--- config.mk ---
export PLATFORM = sky130hd
export DESIGN_NAME = fu_branch_pipe_flat
export DESIGN_NICKNAME = d
export VERILOG_FILES = /design/src/rtl/fu_branch_pipe_if.sv /design/src/rtl/fu_branch_pipe.sv /design/src/flat_wrapper.sv
export SDC_FILE = /design/constraint.sdc
export NUM_CORES = 1
export LEC_CHECK = 0
export CELL_PAD_IN_SITES_DETAIL_PLACEMENT = 1
export CELL_PAD_IN_SITES_GLOBAL_PLACEMENT = 1
export CORE_ASPECT_RATIO = 0.9
export CORE_MARGIN = 2
export CORE_UTILIZATION = 48
export CTS_BUF_LIST = sky130_fd_sc_hd__clkbuf_2
export CTS_CLUSTER_DIAMETER = 150
export DETAILED_ROUTE_END_ITERATION = 10
export GPL_ROUTABILITY_DRIVEN = 0
export GPL_TIMING_DRIVEN = 0
export PLACE_DENSITY_LB_ADDON = 0.1
export REMOVE_ABC_BUFFERS = 1
export SLEW_MARGIN = 25
export SYNTH_ARGS = -nofsm -noshare
export SYNTH_HDL_FRONTEND = slang
export SYNTH_SLANG_ARGS = --single-unit
--- constraint.sdc ---
create_clock -name CLK -period 5.2 [get_ports CLK]
set_input_delay 1.04 -clock CLK [delete_from_list [all_inputs] [get_ports CLK]]
set_output_delay 1.04 -clock CLK [all_outputs]
set_load 0.1 [all_outputs]
--- src/rtl/fu_branch_pipe_if.sv ---
// Issue, result and BTB-update channels of the branch unit.
// The slave modport is the unit's view; master is the surrounding pipeline.
interface fu_branch_pipe_if #(
    parameter int unsigned XLEN = 32,
    parameter int unsigned TAGW = 4
);
    logic            in_valid;
    logic            in_ready;
    logic [3:0]      in_op;
    logic [XLEN-1:0] in_pc;
    logic [XLEN-1:0] in_imm;
    logic [XLEN-1:0] in_rs1;
    logic [XLEN-1:0] in_rs2;
    logic            in_pred_taken;
    logic [TAGW-1:0] in_tag;
    logic            flush;

    logic            res_valid;
    logic            res_taken;
    logic            res_mispredict;
    logic [TAGW-1:0] res_tag;
    logic [XLEN-1:0] res_correct_pc;
    logic [XLEN-1:0] res_link;

    logic            btb_upd_valid;
    logic            btb_upd_ready;
    logic [XLEN-1:0] btb_upd_pc;
    logic [XLEN-1:0] btb_upd_target;
    logic            btb_upd_taken;

    modport master (
        output in_valid, in_op, in_pc, in_imm, in_rs1, in_rs2, in_pred_taken, in_tag, flush,
        output btb_upd_ready,
        input  in_ready,
        input  res_valid, res_taken, res_mispredict, res_tag, res_correct_pc, res_link,
        input  btb_upd_valid, btb_upd_pc, btb_upd_target, btb_upd_taken
    );

    modport slave (
        input  in_valid, in_op, in_pc, in_imm, in_rs1, in_rs2, in_pred_taken, in_tag, flush,
        input  btb_upd_ready,
        output in_ready,
        output res_valid, res_taken, res_mispredict, res_tag, res_correct_pc, res_link,
        output btb_upd_valid, btb_upd_pc, btb_upd_target, btb_upd_taken
    );
endinterface

--- src/rtl/fu_branch_pipe.sv ---
// Two-stage branch resolution unit feeding a BTB-update FIFO.
// Optional feature macro: BRANCH_STATS_EN adds saturating resolve/mispredict counters.
module fu_branch_pipe #(
    parameter int unsigned XLEN       = 32,
    parameter int unsigned TAGW       = 4,
    parameter int unsigned BTBQ_DEPTH = 4
) (
    input logic             CLK,
    input logic             RST,
    fu_branch_pipe_if.slave bif
`ifdef BRANCH_STATS_EN
    ,
    output logic [31:0]     stat_resolved,
    output logic [31:0]     stat_mispred
`endif
);
    localparam int unsigned AW = $clog2(BTBQ_DEPTH);

    localparam logic [3:0] OpBeq  = 4'd0;
    localparam logic [3:0] OpBne  = 4'd1;
    localparam logic [3:0] OpBlt  = 4'd4;
    localparam logic [3:0] OpBge  = 4'd5;
    localparam logic [3:0] OpBltu = 4'd6;
    localparam logic [3:0] OpBgeu = 4'd7;
    localparam logic [3:0] OpJal  = 4'd8;
    localparam logic [3:0] OpJalr = 4'd9;

    // ---------------------------------------------------------------- S1 (operand capture)
    logic            accept;
    logic            s1_valid_q, s1_valid_d;
    logic [3:0]      s1_op_q;
    logic [XLEN-1:0] s1_pc_q, s1_imm_q, s1_rs1_q, s1_rs2_q;
    logic            s1_pred_q;
    logic [TAGW-1:0] s1_tag_q;

    assign accept     = bif.in_valid && bif.in_ready;
    assign s1_valid_d = accept && !bif.flush;

    always_ff @(posedge CLK) begin
        if (RST) begin
            s1_valid_q <= 1'b0;
        end else begin
            s1_valid_q <= s1_valid_d;
        end
    end

    always_ff @(posedge CLK) begin
        if (accept) begin
            s1_op_q   <= bif.in_op;
            s1_pc_q   <= bif.in_pc;
            s1_imm_q  <= bif.in_imm;
            s1_rs1_q  <= bif.in_rs1;
            s1_rs2_q  <= bif.in_rs2;
            s1_pred_q <= bif.in_pred_taken;
            s1_tag_q  <= bif.in_tag;
        end
    end

    // ---------------------------------------------------------------- S1 evaluation
    logic            cmp_eq, cmp_lt, cmp_ltu;
    logic [XLEN-1:0] pc_plus_imm, rs1_plus_imm, pc_plus_4;
    logic            s2_valid_d, s2_taken_d, s2_mispred_d, s2_legal_d;
    logic [XLEN-1:0] s2_target_d, s2_correct_pc_d;

    assign cmp_eq       = (s1_rs1_q == s1_rs2_q);
    assign cmp_lt       = ($signed(s1_rs1_q) < $signed(s1_rs2_q));
    assign cmp_ltu      = (s1_rs1_q < s1_rs2_q);
    assign pc_plus_imm  = s1_pc_q + s1_imm_q;
    assign rs1_plus_imm = s1_rs1_q + s1_imm_q;
    assign pc_plus_4    = s1_pc_q + XLEN'(4);
    assign s2_valid_d   = s1_valid_q && !bif.flush;

    always_comb begin
        s2_taken_d  = 1'b0;
        s2_legal_d  = 1'b1;
        s2_target_d = pc_plus_imm;
        case (s1_op_q)
            OpBeq:   s2_taken_d = cmp_eq;
            OpBne:   s2_taken_d = !cmp_eq;
            OpBlt:   s2_taken_d = cmp_lt;
            OpBge:   s2_taken_d = !cmp_lt;
            OpBltu:  s2_taken_d = cmp_ltu;
            OpBgeu:  s2_taken_d = !cmp_ltu;
            OpJal:   s2_taken_d = 1'b1;
            OpJalr: begin
                s2_taken_d  = 1'b1;
                s2_target_d = {rs1_plus_imm[XLEN-1:1], 1'b0};
            end
            // Illegal codes resolve not-taken and never touch the BTB.
            default: s2_legal_d = 1'b0;
        endcase
        s2_correct_pc_d = s2_taken_d ? s2_target_d : pc_plus_4;
        s2_mispred_d    = (s2_taken_d != s1_pred_q);
    end

    // ---------------------------------------------------------------- S2 (result register)
    logic            s2_valid_q, s2_taken_q, s2_mispred_q, s2_legal_q;
    logic [TAGW-1:0] s2_tag_q;
    logic [XLEN-1:0] s2_correct_pc_q, s2_link_q, s2_pc_q, s2_target_q;

    always_ff @(posedge CLK) begin
        if (RST) begin
            s2_valid_q      <= 1'b0;
            s2_taken_q      <= 1'b0;
            s2_mispred_q    <= 1'b0;
            s2_legal_q      <= 1'b0;
            s2_tag_q        <= '0;
            s2_correct_pc_q <= '0;
            s2_link_q       <= '0;
            s2_pc_q         <= '0;
            s2_target_q     <= '0;
        end else begin
            s2_valid_q <= s2_valid_d;
            if (s2_valid_d) begin
                s2_taken_q      <= s2_taken_d;
                s2_mispred_q    <= s2_mispred_d;
                s2_legal_q      <= s2_legal_d;
                s2_tag_q        <= s1_tag_q;
                s2_correct_pc_q <= s2_correct_pc_d;
                s2_link_q       <= pc_plus_4;
                s2_pc_q         <= s1_pc_q;
                s2_target_q     <= s2_target_d;
            end
        end
    end

    // A flush in the result cycle also suppresses the op sitting in S2.
    assign bif.res_valid      = s2_valid_q && !bif.flush;
    assign bif.res_taken      = s2_taken_q;
    assign bif.res_mispredict = s2_mispred_q;
    assign bif.res_tag        = s2_tag_q;
    assign bif.res_correct_pc = s2_correct_pc_q;
    assign bif.res_link       = s2_link_q;

    // ---------------------------------------------------------------- BTB update FIFO
    logic            q_push, q_pop, q_empty;
    logic [AW-1:0]   wr_ptr_q, wr_ptr_d, rd_ptr_q, rd_ptr_d;
    logic [AW:0]     count_q, count_d;
    logic [XLEN-1:0] q_pc_q     [BTBQ_DEPTH];
    logic [XLEN-1:0] q_target_q [BTBQ_DEPTH];
    logic            q_taken_q  [BTBQ_DEPTH];

    assign q_empty = (count_q == '0);
    assign q_push  = bif.res_valid && s2_legal_q;
    assign q_pop   = !q_empty && bif.btb_upd_ready;

    always_comb begin
        wr_ptr_d = wr_ptr_q;
        rd_ptr_d = rd_ptr_q;
        if (q_push) wr_ptr_d = wr_ptr_q + AW'(1);
        if (q_pop)  rd_ptr_d = rd_ptr_q + AW'(1);
        count_d = count_q + {{AW{1'b0}}, q_push} - {{AW{1'b0}}, q_pop};
    end

    always_ff @(posedge CLK) begin
        if (RST) begin
            wr_ptr_q <= '0;
            rd_ptr_q <= '0;
            count_q  <= '0;
        end else begin
            wr_ptr_q <= wr_ptr_d;
            rd_ptr_q <= rd_ptr_d;
            count_q  <= count_d;
        end
    end

    always_ff @(posedge CLK) begin
        if (q_push) begin
            q_pc_q[wr_ptr_q]     <= s2_pc_q;
            q_target_q[wr_ptr_q] <= s2_target_q;
            q_taken_q[wr_ptr_q]  <= s2_taken_q;
        end
    end

    assign bif.btb_upd_valid  = !q_empty;
    assign bif.btb_upd_pc     = q_empty ? '0 : q_pc_q[rd_ptr_q];
    assign bif.btb_upd_target = q_empty ? '0 : q_target_q[rd_ptr_q];
    assign bif.btb_upd_taken  = q_empty ? 1'b0 : q_taken_q[rd_ptr_q];

    // ---------------------------------------------------------------- Issue credit
    // Every op in S1/S2 holds a reserved queue slot, so a push can never find the queue full.
    logic [AW+1:0] occupancy;

    assign occupancy    = {1'b0, count_q} + (AW + 2)'(s1_valid_q) + (AW + 2)'(s2_valid_q);
    assign bif.in_ready = !bif.flush && (occupancy < (AW + 2)'(BTBQ_DEPTH));

    // ---------------------------------------------------------------- Optional statistics
`ifdef BRANCH_STATS_EN
    logic [31:0] stat_resolved_q, stat_mispred_q;

    always_ff @(posedge CLK) begin
        if (RST) begin
            stat_resolved_q <= '0;
            stat_mispred_q  <= '0;
        end else begin
            if (bif.res_valid && (stat_resolved_q != '1)) begin
                stat_resolved_q <= stat_resolved_q + 32'd1;
            end
            if (bif.res_valid && s2_mispred_q && (stat_mispred_q != '1)) begin
                stat_mispred_q <= stat_mispred_q + 32'd1;
            end
        end
    end

    assign stat_resolved = stat_resolved_q;
    assign stat_mispred  = stat_mispred_q;
`endif

    // ---------------------------------------------------------------- Invariants
    assert property (@(posedge CLK) disable iff (RST)
        !(q_push && !q_pop && (count_q == (AW + 1)'(BTBQ_DEPTH))));
    assert property (@(posedge CLK) disable iff (RST) occupancy <= (AW + 2)'(BTBQ_DEPTH));

endmodule

--- src/flat_wrapper.sv ---
// flat-port wrapper written by rule: the top's interface ports become plain ports
module fu_branch_pipe_flat 
#(
    parameter int unsigned XLEN       = 32,
    parameter int unsigned TAGW       = 4,
    parameter int unsigned BTBQ_DEPTH = 4
)
  (CLK, RST, bif_in_valid, bif_in_op, bif_in_pc, bif_in_imm, bif_in_rs1, bif_in_rs2, bif_in_pred_taken, bif_in_tag, bif_flush, bif_btb_upd_ready, bif_in_ready, bif_res_valid, bif_res_taken, bif_res_mispredict, bif_res_tag, bif_res_correct_pc, bif_res_link, bif_btb_upd_valid, bif_btb_upd_pc, bif_btb_upd_target, bif_btb_upd_taken);
  fu_branch_pipe_if #(.XLEN(XLEN), .TAGW(TAGW)) bif_i ();
  input logic CLK;
  input logic RST;
  input wire logic [$bits(bif_i.in_valid)-1:0] bif_in_valid;
  input wire logic [$bits(bif_i.in_op)-1:0] bif_in_op;
  input wire logic [$bits(bif_i.in_pc)-1:0] bif_in_pc;
  input wire logic [$bits(bif_i.in_imm)-1:0] bif_in_imm;
  input wire logic [$bits(bif_i.in_rs1)-1:0] bif_in_rs1;
  input wire logic [$bits(bif_i.in_rs2)-1:0] bif_in_rs2;
  input wire logic [$bits(bif_i.in_pred_taken)-1:0] bif_in_pred_taken;
  input wire logic [$bits(bif_i.in_tag)-1:0] bif_in_tag;
  input wire logic [$bits(bif_i.flush)-1:0] bif_flush;
  input wire logic [$bits(bif_i.btb_upd_ready)-1:0] bif_btb_upd_ready;
  output wire logic [$bits(bif_i.in_ready)-1:0] bif_in_ready;
  output wire logic [$bits(bif_i.res_valid)-1:0] bif_res_valid;
  output wire logic [$bits(bif_i.res_taken)-1:0] bif_res_taken;
  output wire logic [$bits(bif_i.res_mispredict)-1:0] bif_res_mispredict;
  output wire logic [$bits(bif_i.res_tag)-1:0] bif_res_tag;
  output wire logic [$bits(bif_i.res_correct_pc)-1:0] bif_res_correct_pc;
  output wire logic [$bits(bif_i.res_link)-1:0] bif_res_link;
  output wire logic [$bits(bif_i.btb_upd_valid)-1:0] bif_btb_upd_valid;
  output wire logic [$bits(bif_i.btb_upd_pc)-1:0] bif_btb_upd_pc;
  output wire logic [$bits(bif_i.btb_upd_target)-1:0] bif_btb_upd_target;
  output wire logic [$bits(bif_i.btb_upd_taken)-1:0] bif_btb_upd_taken;
  assign bif_i.in_valid = bif_in_valid;
  assign bif_i.in_op = bif_in_op;
  assign bif_i.in_pc = bif_in_pc;
  assign bif_i.in_imm = bif_in_imm;
  assign bif_i.in_rs1 = bif_in_rs1;
  assign bif_i.in_rs2 = bif_in_rs2;
  assign bif_i.in_pred_taken = bif_in_pred_taken;
  assign bif_i.in_tag = bif_in_tag;
  assign bif_i.flush = bif_flush;
  assign bif_i.btb_upd_ready = bif_btb_upd_ready;
  assign bif_in_ready = bif_i.in_ready;
  assign bif_res_valid = bif_i.res_valid;
  assign bif_res_taken = bif_i.res_taken;
  assign bif_res_mispredict = bif_i.res_mispredict;
  assign bif_res_tag = bif_i.res_tag;
  assign bif_res_correct_pc = bif_i.res_correct_pc;
  assign bif_res_link = bif_i.res_link;
  assign bif_btb_upd_valid = bif_i.btb_upd_valid;
  assign bif_btb_upd_pc = bif_i.btb_upd_pc;
  assign bif_btb_upd_target = bif_i.btb_upd_target;
  assign bif_btb_upd_taken = bif_i.btb_upd_taken;
  fu_branch_pipe #(.XLEN(XLEN), .TAGW(TAGW), .BTBQ_DEPTH(BTBQ_DEPTH)) u_core (.CLK(CLK), .RST(RST), .bif(bif_i));
endmodule
* Yosys cells after proc, flatten, opt, wreduce, memory -nomap -nowiden
Memories as Yosys holds them, arrays and structs flattened. A register that Yosys moved wholly into a read port is not among the register bits.
Cells that the tools add are included.
** Operators by class
- $mul :: 0
- Shift operators :: 0
- Eq/ne operators :: 9
- Mux-type cells :: 15
- Divide/modulo/power cells :: 0
- Order comparisons :: 3
- Reductions and logical operators :: 16
- Bitwise gates (word level) :: 0
- Add/sub/neg operators :: 9
** Operators with widths (count)
- two-way mux 32 bit :: 4
- adder 32 bit :: 2
- < comparator 32 bit :: 2
- adder 32 x 3 -> 32 bit (second input constant) :: 1
- equality test 32 bit :: 1
- equality test 4 x 3 -> 1 bit (second input constant) :: 4
- two-way mux 2 bit :: 6
- equality test 4 bit (second input constant) :: 2
- OR reduction 8 bit :: 1
- logical AND 1 bit :: 7
- one-hot mux 1 bit (7 select lines) :: 1
- zero test 1 bit :: 5
- adder 2 x 1 -> 2 bit (second input constant) :: 2
- adder 3 x 1 -> 4 bit :: 1
- adder 4 x 1 -> 4 bit :: 1
- equality test 4 x 1 -> 1 bit (second input constant) :: 1
- zero test 4 bit :: 1
- < comparator 4 x 3 -> 1 bit (second input constant) :: 1
- two-way mux 1 bit :: 4
- adder 3 x 1 -> 3 bit :: 1
- zero test 3 bit :: 1
- subtractor 3 x 1 -> 3 bit :: 1
- OR reduction 2 bit :: 1
- inequality test 1 bit :: 1
** Storage, ports and cells
- Output and inout bits :: 138
- ROM bits :: 0
- Bits in latches :: 0
- Register bits after elaboration :: 281
- Bits in writable memories :: 260
- Memories :: 3
** Memories
- u_core.q_pc_q :: words 4, width 32, read ports 1, clocked after Yosys merged registers in 1, wr ports 1, RTL line fu_branch_pipe.sv:139 : logic [XLEN-1:0] q_pc_q [BTBQ_DEPTH];
- u_core.q_target_q :: words 4, width 32, read ports 1, clocked after Yosys merged registers in 1, wr ports 1, RTL line fu_branch_pipe.sv:140 : logic [XLEN-1:0] q_target_q [BTBQ_DEPTH];
- u_core.q_taken_q :: words 4, width 1, read ports 1, clocked after Yosys merged registers in 1, wr ports 1, RTL line fu_branch_pipe.sv:141 : logic q_taken_q [BTBQ_DEPTH];

* Depth between registers and ports, before layout
- Word-level depth :: 6
- Mapped depth :: 13

* Least setup slack after synthesis
OpenSTA, ideal clock, no wires.
- Path type :: input -> register
- Start point :: in bif_flush
- End point :: reg u_core.s1_imm_q[0] (enable)
- Path slack :: -944 ps
- Stages :: 2
- Required time :: 4689 ps
- Arrival time :: 5633 ps
- Path through :: nor2_1 -> and2_1
** On the way
- Longest elaborated chain between the ends :: 3
** RTL lines
- start, declared :: RTL line flat_wrapper.sv:20 : input wire logic [$bits(bif_i.flush)-1:0] bif_flush;
- zero test 1 bit :: RTL line fu_branch_pipe.sv:185 : assign bif.in_ready = !bif.flush && (occupancy < (AW + 2)'(BTBQ_DEPTH));
- logical AND 1 bit :: RTL line fu_branch_pipe.sv:185
- logical AND 1 bit :: RTL line fu_branch_pipe.sv:36 : assign accept = bif.in_valid && bif.in_ready;
- named net u_core.accept :: RTL line fu_branch_pipe.sv:29 : logic accept;
- end signal, assigned :: RTL line fu_branch_pipe.sv:51 : s1_imm_q <= bif.in_imm;
- end, declared :: RTL line fu_branch_pipe.sv:32 : logic [XLEN-1:0] s1_pc_q, s1_imm_q, s1_rs1_q, s1_rs2_q;
The timed path passes the listed nets, and every way through them passes these cells.
A chain may end at the register's enable or synchronous reset.

==> flow_summary.toml <==
[global_routing]
gr-total-overflow = 0
track_usage = 0.2527
first_global_vias = 17550
grt_max_degree = 93
antenna_found_initial = 3
grt_pass1_wl_um = 99020

[drt]
drt_pre_antenna_iters = 5
drt_wl_total_um = 64290
drt_iter0_markers = 829
via_per_inst = 5.439
drcViolationCount = 0
route.antenna.remaining_nets = 0
vias = 16480
wl_per_cell_um = 21.22

[synthesis]
yosysTopAreaCell = "edfxtp_1"
syn_inst = 1882
yosys_most_used_dff = "edfxtp_1"
netlist_top_cells_area = "edfxtp_1, dfxtp_1, mux4_2, ha_1, a21oi_1"
synthTopCellsByCount = "edfxtp_1, nand2_1, a21oi_1, dfxtp_1, nor2_1"
synth_edf_count = 397
ys_types = 72
ys_warn_count = 0
netlist.area_leader.share = 0.4926
ys_ff_latch = 541
synth.most_common_cell = "edfxtp_1"
synthArstFlopShare = 0
synth_area_mm2 = 0.02420
yosysSeqAreaShare = 0.6118
synth.avg_cell_area_um2 = 12.86

[worst_setup_path]
cp.required_ps = 4160
critPathSlowestCell = "clkdlybuf4s50_1"
timing.rr.start = "u_core.s1_rs1_q[1]"
ff2ff_setup_slack_ps = 1430
crit_fanout = 29
worstPathCellList = "buf_16, mux4_2, and2_1, clkdlybuf4s50_1"
startpoint_type = "register"
max_stage_delay_ps = 960
reg2regPathDepth = 13
reg2reg_to = "u_core.bif.res_correct_pc[5]"
cp-end-kind = "output pin"
cp.arrival_ps = 3920
path_class = "reg2out"

[hold_path]
min_to = "u_core.s1_rs1_q[17]"
hold_class = "in2reg"
hp-start = "bif_in_rs1[17]"
whs_path_depth = 1

[timing]
fmax_mhz = 201.5
relSlewSlack = 0.2649
final_hold_viol_count = 0
period_minus_slack_ps = 4963
fin_crit_sh = 0.9545
drv_slew = 0
setup_viol = 0
worst_pin_slew_ps = 1099
tns_ps = 0
skew_ps = 107.0

[cts]
clock_latency_ps = 1350
cts.htree.levels = 4
cts_buffers = 138
cts-root-buf = "clkbuf_2"
path_clk_slew_ps = 100
cts.sink_count = 541
clockBufferDepth = 3
cts_tree = "built"
postCtsSetupRepairBufs = 0

[pwr]
p_leak_nw = 11.01
p_total_mw = 12.78
power_density_mw_per_mm2 = 434.2
irDropWorstVdd_mv = 0.3566

[die]
io-pin-count = 280
dieArea_mm2 = 0.05223
rows = 78
die_h_um = 217.0
die_x_um = 240.7
start_util = 0.4834
core_area_mm2 = 0.05007

[finish]
utilization = 0.5878
syn_to_final_growth_pct = 21.61
fin_area_mm2 = 0.02943
final_layout_size_suffix_gt1_frac = 0.1474
fillers = 5132
nets = 2481

[placed_design]
io_buffers = 279
dpl.hpwl_um = 46560
place_area_mm2 = 0.02804

[outcome]
outcome = "complete, no violations"

[run]
drv_cap = 0
[kinds of logic after synthesis]
group,after synthesis,share of synthesized area
buffers and inverters,149,0.02394
AND/OR/NAND/NOR,524,0.1041
adder cells (fa/ha/maj),105,0.05522
AO/OA/AOI/OAI,387,0.1026
multiplexers,97,0.07378
XOR/XNOR,79,0.02859
flip-flops,541,0.6118
[worst max-delay path, delay by kind of cell (launching register included)]
kind                   cells  cell delay [ps]
buffers and inverters      2             1240
DFF                        1              640
muxes                      1              540
and+or+nand+nor            1              170
[what timing repair did]
item,CTS,global route
gates resized for setup,7,17
hold endpoints to repair,14,0
endpoints found under the setup margin,7,17
hold buffers,1,0
[report_power, final]
group / leakage (nW) / internal, mW / total (mW) / switching, mW
Combinational: 5.10 / 1.42 / 4.74 / 3.32
Clock: 1.00 / 1.28 / 3.03 / 1.75
Sequential: 4.91 / 4.80 / 5.01 / 0.210
[how the worst max path moves through the flow]
stage                                        end  slack, ps  cells past startpoint
finish                         bif_btb_upd_pc[0]        240                      4
global route               bif_btb_upd_target[4]        -10                      4
CTS                            bif_btb_upd_pc[7]          4                      4
global placement          u_core.bif.res_link[2]      -7310                      5
floorplan           u_core.bif.res_correct_pc[3]      -2470                      3
detailed placement                 bif_res_valid       1000                      3
[routing by layer]
| metal | part of all wire | GRT usage |
|---|---|---|
| met5 | 0 | 0 |
| met4 | 0.021 | 0.08344 |
| met3 | 0.052 | 0.06025 |
| met2 | 0.48 | 0.4080 |
| met1 | 0.45 | 0.3369 |
[cell type report]
cell class                 instances  area [um2]  area share
sequential                       541       14810      0.5033
multi-input combinational       1192        8865      0.3012
timing repair buffer             300        3322      0.1129
clock buffer                     210        1051     0.03571
tap                              680       850.8     0.02891
clock inverter                    37       279.0    0.009481
inverter                          61       229.0    0.007781
antenna                            8       20.02   0.0006803
[per-stage QoR]
step,hold WS (ps),std cells,setup slack (ps)
floorplan,457.6,1794,-2469
global placement,439.6,2753,-7313
detailed placement,452.1,2773,1003
CTS,124.8,3021,4.375
global route,168.8,3026,-14.58
finish,300.5,3029,236.8
[sequential cells by signal, indices dropped and copies added, names as in the netlist, 2 cells and up, named ones only]
signal and cells:
u_core.q_pc_q 128, u_core.s2_target_q 32, u_core.s1_imm_q 32, u_core.bif.res_correct_pc 32, u_core.s1_rs2_q 32, u_core.q_target_q 128, u_core.s1_pc_q 32, u_core.s2_pc_q 32
u_core.q_taken_q 4, u_core.count_q 3, u_core.rd_ptr_q 2, u_core.wr_ptr_q 2, u_core.s1_rs1_q 32, u_core.s1_tag_q 4, u_core.bif.res_link 30, u_core.s1_op_q 4
u_core.bif.res_tag 4
[layout by cell type, fill, tap and decap left out, drive strengths merged, types with 10 or more instances in the layout]
cell type	instances
o21ai	53
and3	14
o21a	10
inv	66
and2	74
nor2	122
xor2	30
dlymetal6s2s	17
nand3	27
a21o	41
o21bai	10
ha	102
nor2b	15
clkdlybuf4s50	249
dfxtp	144
mux2i	31
o211ai	12
nor3	24
nand2	180
mux4	65
edfxtp	397
a21oi	146
nand4	25
clkinv	26
xnor2	49
clkbuf	211
a31oi	13
buf	25
a211oi	68
(Power assumes the default switching activity.)
